## src/rtl/param_updown_counter_pkg.sv

```systemverilog
// Shared constants and helpers for the parametrised up/down counter family.
// Holds the mode and direction encodings, the internal operation decode
// and the parameter range check used at elaboration time.
package counter_pkg;

   // Overflow mode encodings for the SATURATE parameter.
   localparam int CNT_WRAP = 32'd0;
   localparam int CNT_SAT  = 32'd1;

   // Direction encodings for the up input.
   localparam logic DIR_DOWN = 1'b0;
   localparam logic DIR_UP   = 1'b1;

   // Operation selected for the next clock edge, after priority resolution.
   typedef enum logic [1:0] {
      OP_HOLD = 2'd0,
      OP_LOAD = 2'd1,
      OP_UP   = 2'd2,
      OP_DOWN = 2'd3
   } cnt_op_e;

   // True when MODULUS is a legal count-state total for a WIDTH-bit counter.
   // Widths beyond 62 bits are rejected so that 2**WIDTH stays representable.
   function automatic bit modulus_in_range(input int unsigned width,
                                           input longint unsigned modulus);
      bit ok;
      if ((width < 32'd1) || (width > 32'd62)) begin
         ok = 1'b0;
      end else begin
         ok = (modulus >= 64'd2) && (modulus <= (64'd1 << width));
      end
      return ok;
   endfunction

   // True when SATURATE holds one of the two defined mode encodings.
   function automatic bit mode_is_valid(input int mode);
      return (mode == CNT_WRAP) || (mode == CNT_SAT);
   endfunction

endpackage

```

## src/rtl/param_updown_counter_next_logic.sv

```systemverilog
// Purely combinational next-state logic for param_updown_counter.
// Resolves load > enable > hold, computes the next count one bit wider than
// the counter so that a full power-of-two modulus wraps explicitly, and
// produces the overflow flag for the next cycle and the terminal-count output.
module counter_next_logic
   import counter_pkg::*;
#(
   parameter int WIDTH    = 4,
   parameter int MODULUS  = 16,
   parameter int SATURATE = 0
) (
   input  logic [WIDTH-1:0] q,
   input  logic             en,
   input  logic             up,
   input  logic             load,
   input  logic [WIDTH-1:0] d,
   output logic [WIDTH-1:0] next_q,
   output logic             next_ovf,
   output logic             tc
);

   // Extended-width constants: LIMIT is one past the last legal count.
   localparam logic [WIDTH:0] ZERO_EXT  = {(WIDTH+1){1'b0}};
   localparam logic [WIDTH:0] ONE_EXT   = {{WIDTH{1'b0}}, 1'b1};
   localparam logic [WIDTH:0] LIMIT_EXT = (WIDTH+1)'(MODULUS);
   localparam logic [WIDTH:0] MAX_EXT   = LIMIT_EXT - ONE_EXT;
   localparam logic           SAT_MODE  = (SATURATE == CNT_SAT);

   logic [WIDTH:0] q_ext;
   logic [WIDTH:0] d_ext;
   logic [WIDTH:0] next_ext;
   logic           at_max;
   logic           at_zero;
   cnt_op_e        op;

   assign q_ext   = {1'b0, q};
   assign d_ext   = {1'b0, d};
   assign at_max  = (q_ext == MAX_EXT);
   assign at_zero = (q_ext == ZERO_EXT);

   // Priority decode of the control inputs: load beats enable, enable beats hold.
   always_comb begin
      op = OP_HOLD;
      if (load) begin
         op = OP_LOAD;
      end else if (en) begin
         if (up == DIR_UP) begin
            op = OP_UP;
         end else begin
            op = OP_DOWN;
         end
      end else begin
         op = OP_HOLD;
      end
   end

   // Next count and overflow flag for the selected operation.
   always_comb begin
      next_ext = q_ext;
      next_ovf = 1'b0;
      case (op)
         OP_LOAD: begin
            // Out-of-range load values clamp to the top of the count range.
            if (d_ext < LIMIT_EXT) begin
               next_ext = d_ext;
            end else begin
               next_ext = MAX_EXT;
            end
         end
         OP_UP: begin
            if (at_max) begin
               next_ovf = 1'b1;
               if (SAT_MODE) begin
                  next_ext = q_ext;
               end else begin
                  next_ext = ZERO_EXT;
               end
            end else begin
               next_ext = q_ext + ONE_EXT;
            end
         end
         OP_DOWN: begin
            if (at_zero) begin
               next_ovf = 1'b1;
               if (SAT_MODE) begin
                  next_ext = q_ext;
               end else begin
                  next_ext = MAX_EXT;
               end
            end else begin
               next_ext = q_ext - ONE_EXT;
            end
         end
         OP_HOLD: begin
            next_ext = q_ext;
            next_ovf = 1'b0;
         end
         default: begin
            next_ext = q_ext;
            next_ovf = 1'b0;
         end
      endcase
   end

   // The top bit of next_ext is always clear because every path stays in range.
   assign next_q = next_ext[WIDTH-1:0];

   // Terminal count is deliberately not gated by load so cascades stay simple.
   assign tc = en & (((up == DIR_UP) & at_max) | ((up == DIR_DOWN) & at_zero));

endmodule

```

## src/rtl/param_updown_counter.sv

```systemverilog
// Parametrised synchronous up/down counter with load, wrap/saturate mode,
// combinational terminal count and a registered overflow pulse.
// This level owns only the state registers and the asynchronous reset;
// all next-state decisions live in counter_next_logic.
module param_updown_counter
   import counter_pkg::*;
#(
   parameter int WIDTH    = 4,
   parameter int MODULUS  = 16,
   parameter int SATURATE = 0
) (
   input  logic             clk,
   input  logic             reset,
   input  logic             en,
   input  logic             up,
   input  logic             load,
   input  logic [WIDTH-1:0] d,
   output logic [WIDTH-1:0] q,
   output logic             tc,
   output logic             ovf
);

   // Reject illegal parameter combinations while elaborating.
   if (!modulus_in_range(WIDTH, longint'(MODULUS))) begin : g_bad_modulus
      $error("param_updown_counter: MODULUS must lie in 2..2**WIDTH (WIDTH >= 1)");
   end
   if (!mode_is_valid(SATURATE)) begin : g_bad_mode
      $error("param_updown_counter: SATURATE must be 0 (wrap) or 1 (saturate)");
   end

   logic [WIDTH-1:0] q_r;
   logic             ovf_r;
   logic [WIDTH-1:0] next_q_s;
   logic             next_ovf_s;
   logic             tc_s;

   counter_next_logic #(
      .WIDTH    (WIDTH),
      .MODULUS  (MODULUS),
      .SATURATE (SATURATE)
   ) u_next (
      .q        (q_r),
      .en       (en),
      .up       (up),
      .load     (load),
      .d        (d),
      .next_q   (next_q_s),
      .next_ovf (next_ovf_s),
      .tc       (tc_s)
   );

   // Count and overflow registers, cleared asynchronously by reset.
   always_ff @(posedge clk or posedge reset) begin
      if (reset) begin
         q_r   <= {WIDTH{1'b0}};
         ovf_r <= 1'b0;
      end else begin
         q_r   <= next_q_s;
         ovf_r <= next_ovf_s;
      end
   end

   assign q   = q_r;
   assign ovf = ovf_r;
   assign tc  = tc_s;

endmodule
```

## config.mk

```make
export PLATFORM = sky130hd
export DESIGN_NAME = param_updown_counter
export DESIGN_NICKNAME = d
export VERILOG_FILES = /design/src/rtl/param_updown_counter_pkg.sv /design/src/rtl/param_updown_counter_next_logic.sv /design/src/rtl/param_updown_counter.sv
export SDC_FILE = /design/constraint.sdc
export NUM_CORES = 1
export LEC_CHECK = 0
export CAP_MARGIN = 20
export CORE_AREA = 8 8 45 47
export CTS_CLUSTER_SIZE = 14
export DETAILED_ROUTE_END_ITERATION = 10
export DIE_AREA = 0 0 53 55
export SLEW_MARGIN = 30
export SYNTH_ARGS = -nofsm -noshare
export SYNTH_HDL_FRONTEND = slang
export SYNTH_SLANG_ARGS = --single-unit
```

## constraint.sdc

```tcl
create_clock -name clk -period 3.2 [get_ports clk]
set_input_delay 0.64 -clock clk [delete_from_list [all_inputs] [get_ports clk]]
set_output_delay 0.64 -clock clk [all_outputs]
set_load 0.01 [all_outputs]
```

# Word level (Yosys, flattened, before mapping)
# Index checks and enable logic that the tools add are counted.
[word_totals]
ff_bits = 5
input_bits = 9
output_inout_bits = 6
word_cells = 26
[op_classes]
addsub = 2
order_cmp = 1
eq_ne = 4
mux = 10
bitwise = 5
n_reduce_logical = 2
[op_table]
columns = ["operator", "count"]
rows = [
  ["4-bit case mux with 4 select lines", 1],
  ["4-bit two-way mux", 3],
  ["5-bit zero test", 1],
  ["4-bit by 5-bit less-than comparator with 1-bit output, second input constant", 1],
  ["4-bit by 1-bit adder with 4-bit output, second input constant", 1],
  ["2-bit equality test, second input constant", 2],
  ["4-bit equality test, second input constant", 1],
  ["2-bit two-way mux", 2],
  ["4-bit by 1-bit subtractor with 4-bit output, second input constant", 1],
  ["1-bit AND", 3],
  ["1-bit two-way mux", 3],
  ["2-bit by 1-bit equality test with 1-bit output, second input constant", 1],
  ["2-bit zero test", 1],
  ["1-bit case mux with 2 select lines", 1],
  ["1-bit inverter", 1],
  ["1-bit OR", 1],
]

# Longest topological paths before layout
[depth]
depth_word = 5
ltp_mapped = 7
depth_no_buf = 6

# Modules after synthesis
# From an unflattened synthesis, not the netlist that was laid out.
[hier_totals]
hier_cells = 46
area_unflattened_um2 = 384.1
[by_module_without_submodules]
columns = ["module", "instances", "cells_per_inst", "area_each_um2", "seq_area_each_um2"]
rows = [
  ["counter_next_logic", 1, 40, 255.2, 0.0],
  ["param_updown_counter", 1, 6, 128.9, 125.1],
]

# Least setup slack after synthesis
# OpenSTA, ideal clock, no wires.
[synth_timing]
path_kind = "flip-flop to output port"
startpoint = "register q_r[0] (netlist: q[0])"
endpoint = "output tc"
arrival_ps = 1512
slack_ps = 1048
path_stages_with_launch = 8
n_path_buf = 1
cell_sequence = "dfrtp_1 buf_2 inv_1 ha_1 or3b_4 nor2_1 a21oi_1 nor2b_1"
[synth_between]
elab_chain_len = 4
[synth_lines]
columns = ["element", "line", "source"]
rows = [
  ["start: declaration", "param_updown_counter.sv:31", "logic [WIDTH-1:0] q_r;"],
  ["start signal: assignment", "param_updown_counter.sv:55", "q_r <= {WIDTH{1'b0}};"],
  ["start signal: assignment", "param_updown_counter.sv:58", "q_r <= next_q_s;"],
  ["4-bit equality test / 5-bit zero test (equally long branches)", "param_updown_counter_next_logic.sv:38, param_updown_counter_next_logic.sv:39", ""],
  ["1-bit AND", "param_updown_counter_next_logic.sv:109", "assign tc = en & (((up == DIR_UP) & at_max) | ((up == DIR_DOWN) & at_zero));"],
  ["1-bit OR *", "param_updown_counter_next_logic.sv:109", ""],
  ["1-bit AND *", "param_updown_counter_next_logic.sv:109", ""],
  ["end: declaration", "param_updown_counter.sv:19", "output logic tc,"],
]
# Every way passes the cells marked *; elsewhere a longest branch is shown, timed or not.

# Worst setup path after layout
[layout_timing]
startpoint = "input up"
endpoint = "output tc"
[layout_between]
elab_chain_len = 4
[layout_lines]
columns = ["element", "line", "source"]
rows = [
  ["start: declaration", "param_updown_counter.sv:15", "input logic up,"],
  ["1-bit inverter", "param_updown_counter_next_logic.sv:109", ""],
  ["1-bit AND", "param_updown_counter_next_logic.sv:109", ""],
  ["1-bit OR *", "param_updown_counter_next_logic.sv:109", ""],
  ["1-bit AND *", "param_updown_counter_next_logic.sv:109", ""],
]
# Marked as above.

==> impl_metrics.tcl <==
set metrics [dict create \
    status "completed" \
    ff2ff_path_depth 6 \
    first_pass_iters 3 \
    hold_path_class "input port to asynchronous set/reset pin" \
    grt_pass1_vias 334 \
    rrSetupSlack_ns 1.62 \
    setup_tns_ns 0 \
    clock-skew-final_ns 0.0008880 \
    synth-seq-cells 5 \
    p_int_uw 163.3 \
    muxShareOfSynthArea_pct 5.280 \
    synth_edf_count 0 \
    synth_commonest_cells "dfrtp_1, inv_1, a21oi_1, nand2_1, o21ai_1" \
    clockBufferDepth 2 \
    cts_tree "yes" \
    synth_nets 58 \
    drc_errors 0 \
    ios 15 \
    layout-drive-gt1-share_pct 11.29 \
    synthSimpleGateAreaFrac_pct 18.32 \
    cp_max_fo 2 \
    drv_cap 0 \
    cp.arrival_ns 2.27 \
    max-slew-margin-rel_pct 78.49 \
    yosysUniqueCellTypes 26 \
    leakage_nw 0.2407 \
    core_area_um2 1384 \
    avgSynthCellArea_um2 8.572 \
    synthTopCellsByArea "dfrtp_1, ha_1, a21oi_1, inv_1, xnor2_1" \
    powerDensity_nw_per_um2 408.1 \
    dieHeight_um 55 \
    antenna_found_initial 0 \
    postCtsHoldBufs 0 \
    startpoint_type "input port" \
    hold_viol 0 \
    combPwrFrac_pct 33.7 \
    power_frac_seq_pct 36.1 \
    post_cts_resized 0 \
    io_buffers 14 \
    grt_usage_pct 7.018 \
    required_ns 2.56 \
    power_uw 233.3 \
    synth_top_family_by_area "compound AO/OA/AOI/OAI gates" \
    vias_per_cell 4.692 \
    swShare_pct 30.01 \
    routed_wl_um 882 \
    antenna_cells 0 \
    synth_compound_area_share_pct 23.91 \
    end_kind "primary output" \
    p_switching_uw 70.02 \
    place_congestion 0.7200 \
    core.rowCount 14 \
    yosysTopAreaCell "dfrtp_1" \
    async_flop_share_pct 100.0 \
    syn_area_um2 402.9 \
    synth_cells 47 \
    wl_per_cell_um 11.31 \
    synth_top_area_share_pct 31.06 \
    die-area_um2 2915 \
    clk_pin_slew_ns 0.04 \
    tightest_slew_ns 0.3226 \
    ys.flop_type "dfrtp_1" \
    dr_total_vias 366 \
    worst_r2r_startpoint "q[0]" \
    final_antenna_net_count 0 \
    finalSetupViolCount 0 \
    cts_buffers 3 \
    hpwlAfterDp_um 708 \
    r2r-end "ovf" \
    fin_crit_sh_pct 91.01 \
    clockPowerShare_pct 30.1 \
    synth-xor-area-share_pct 4.348 \
    grt.overflow.total 0 \
    postCtsSetupBuffers 0 \
    clock_latency_ns 0.23 \
    drv_slew 0 \
    nNetsFinal 74 \
    max_freq_mhz 343.4 \
    layout_min_cycle_time_ns 2.912 \
    yosysWarnings 0 \
    yosys.area_share.adder_pct 6.211 \
    grt_pass1_wl_um 1449 \
    ys_seq_area_share_pct 31.06 \
    initial_utilization_pct 29.11 \
    fp.dieW_um 53 \
    grt_max_degree 11 \
    crit_type "input port to primary output" \
    ir_drop_uv 210.2 \
    cts_root_buf "clkbuf_4" \
    area_delta_synth_final_pct 41.93 \
    h-tree-depth 1 \
    rsz0062_at_grt "false" \
    drtIter0Drc 2 \
    clock_sinks 5 \
]
-- layer usage --
metal	vias up	wire length, µm	GRT usage [%]
li1	194	-	-
met1	163	395	7.362
met2	7	423	10.16
met3	2	51	2.674
met4	0	11	7.759
met5	-	0	0
-- power by group through the flow --
stage               logic [mW]  registers [mW]  clock network, mW
floorplan               0.0485          0.0834                  0
global placement        0.0791          0.0851                  0
detailed placement      0.0792          0.0854                  0
CTS                     0.0796          0.0844             0.0742
global route            0.0887          0.0855             0.0822
finish                  0.0787          0.0843             0.0703
-- worst max path at each step --
stage               startpoint  end  slack, ns  cells after the start
floorplan                 q[0]   tc       1.05                      7
global route              q[0]   tc       0.24                      7
global placement            up   tc       0.28                      6
detailed placement          up   tc       0.29                      6
finish                      up   tc       0.29                      6
CTS                         up   tc       0.28                      6
-- sequential cells by signal, summed over array words and instances, names as in the netlist --
name	flops
ovf	1
q	4
-- metrics by stage --
step                      hold WS (ns)  area [µm²]  setup WS (ns)  cells  util (%)
after CTS                       0.5903       571.8         0.2815     78     41.32
after detailed placement        0.7343       545.5         0.2854     74     39.42
final                           0.5960       571.8         0.2877     78     41.32
after global placement          0.7295       545.5         0.2755     74     39.42
after floorplan                 0.4185       402.9          1.048     47         -
after global routing            0.6243       571.8         0.2381     78     41.32
-- cell families (layout without fill, tap and decap cells) --
| kind of cell | count (synthesis) | count (layout) |
|---|---|---|
| buffers and inverters | 9 | 24 |
| flip-flops | 5 | 5 |
| AO/OA/AOI/OAI | 15 | 15 |
| XOR/XNOR | 2 | 2 |
| adder cells (fa/ha/maj) | 2 | 2 |
| multiplexers | 2 | 2 |
| AND/OR/NAND/NOR | 12 | 12 |
-- critical path, cell delays in order --
cell	delay, ns
clkdlybuf4s50_1	0.42
or3b_4	0.39
nor2_1	0.09
a21oi_1	0.07
nor2b_1	0.12
clkdlybuf4s50_1	0.54
-- final cells by class --
cell class                      count  area (µm²)
Tap cell                           16       20.02
Inverter                            5       18.77
Timing Repair Buffer               15       147.6
Multi-Input combinational cell     33       234.0
Sequential cell                     5       125.1
Clock buffer                        4       26.28
Fill cell                         146       812.0
-- cells in the final DEF, fill, tap and decap left out, types with 2 or more instances in the layout --
cell / n
inv_1: 5
clkdlybuf4s50_1: 14
xnor2_1: 2
a21oi_1: 4
o21ai_0: 2
nor2_1: 2
nand2_1: 4
ha_1: 2
dfrtp_1: 5
o21ai_1: 3
clkbuf_4: 3
Power figures use the tool's default switching activity.
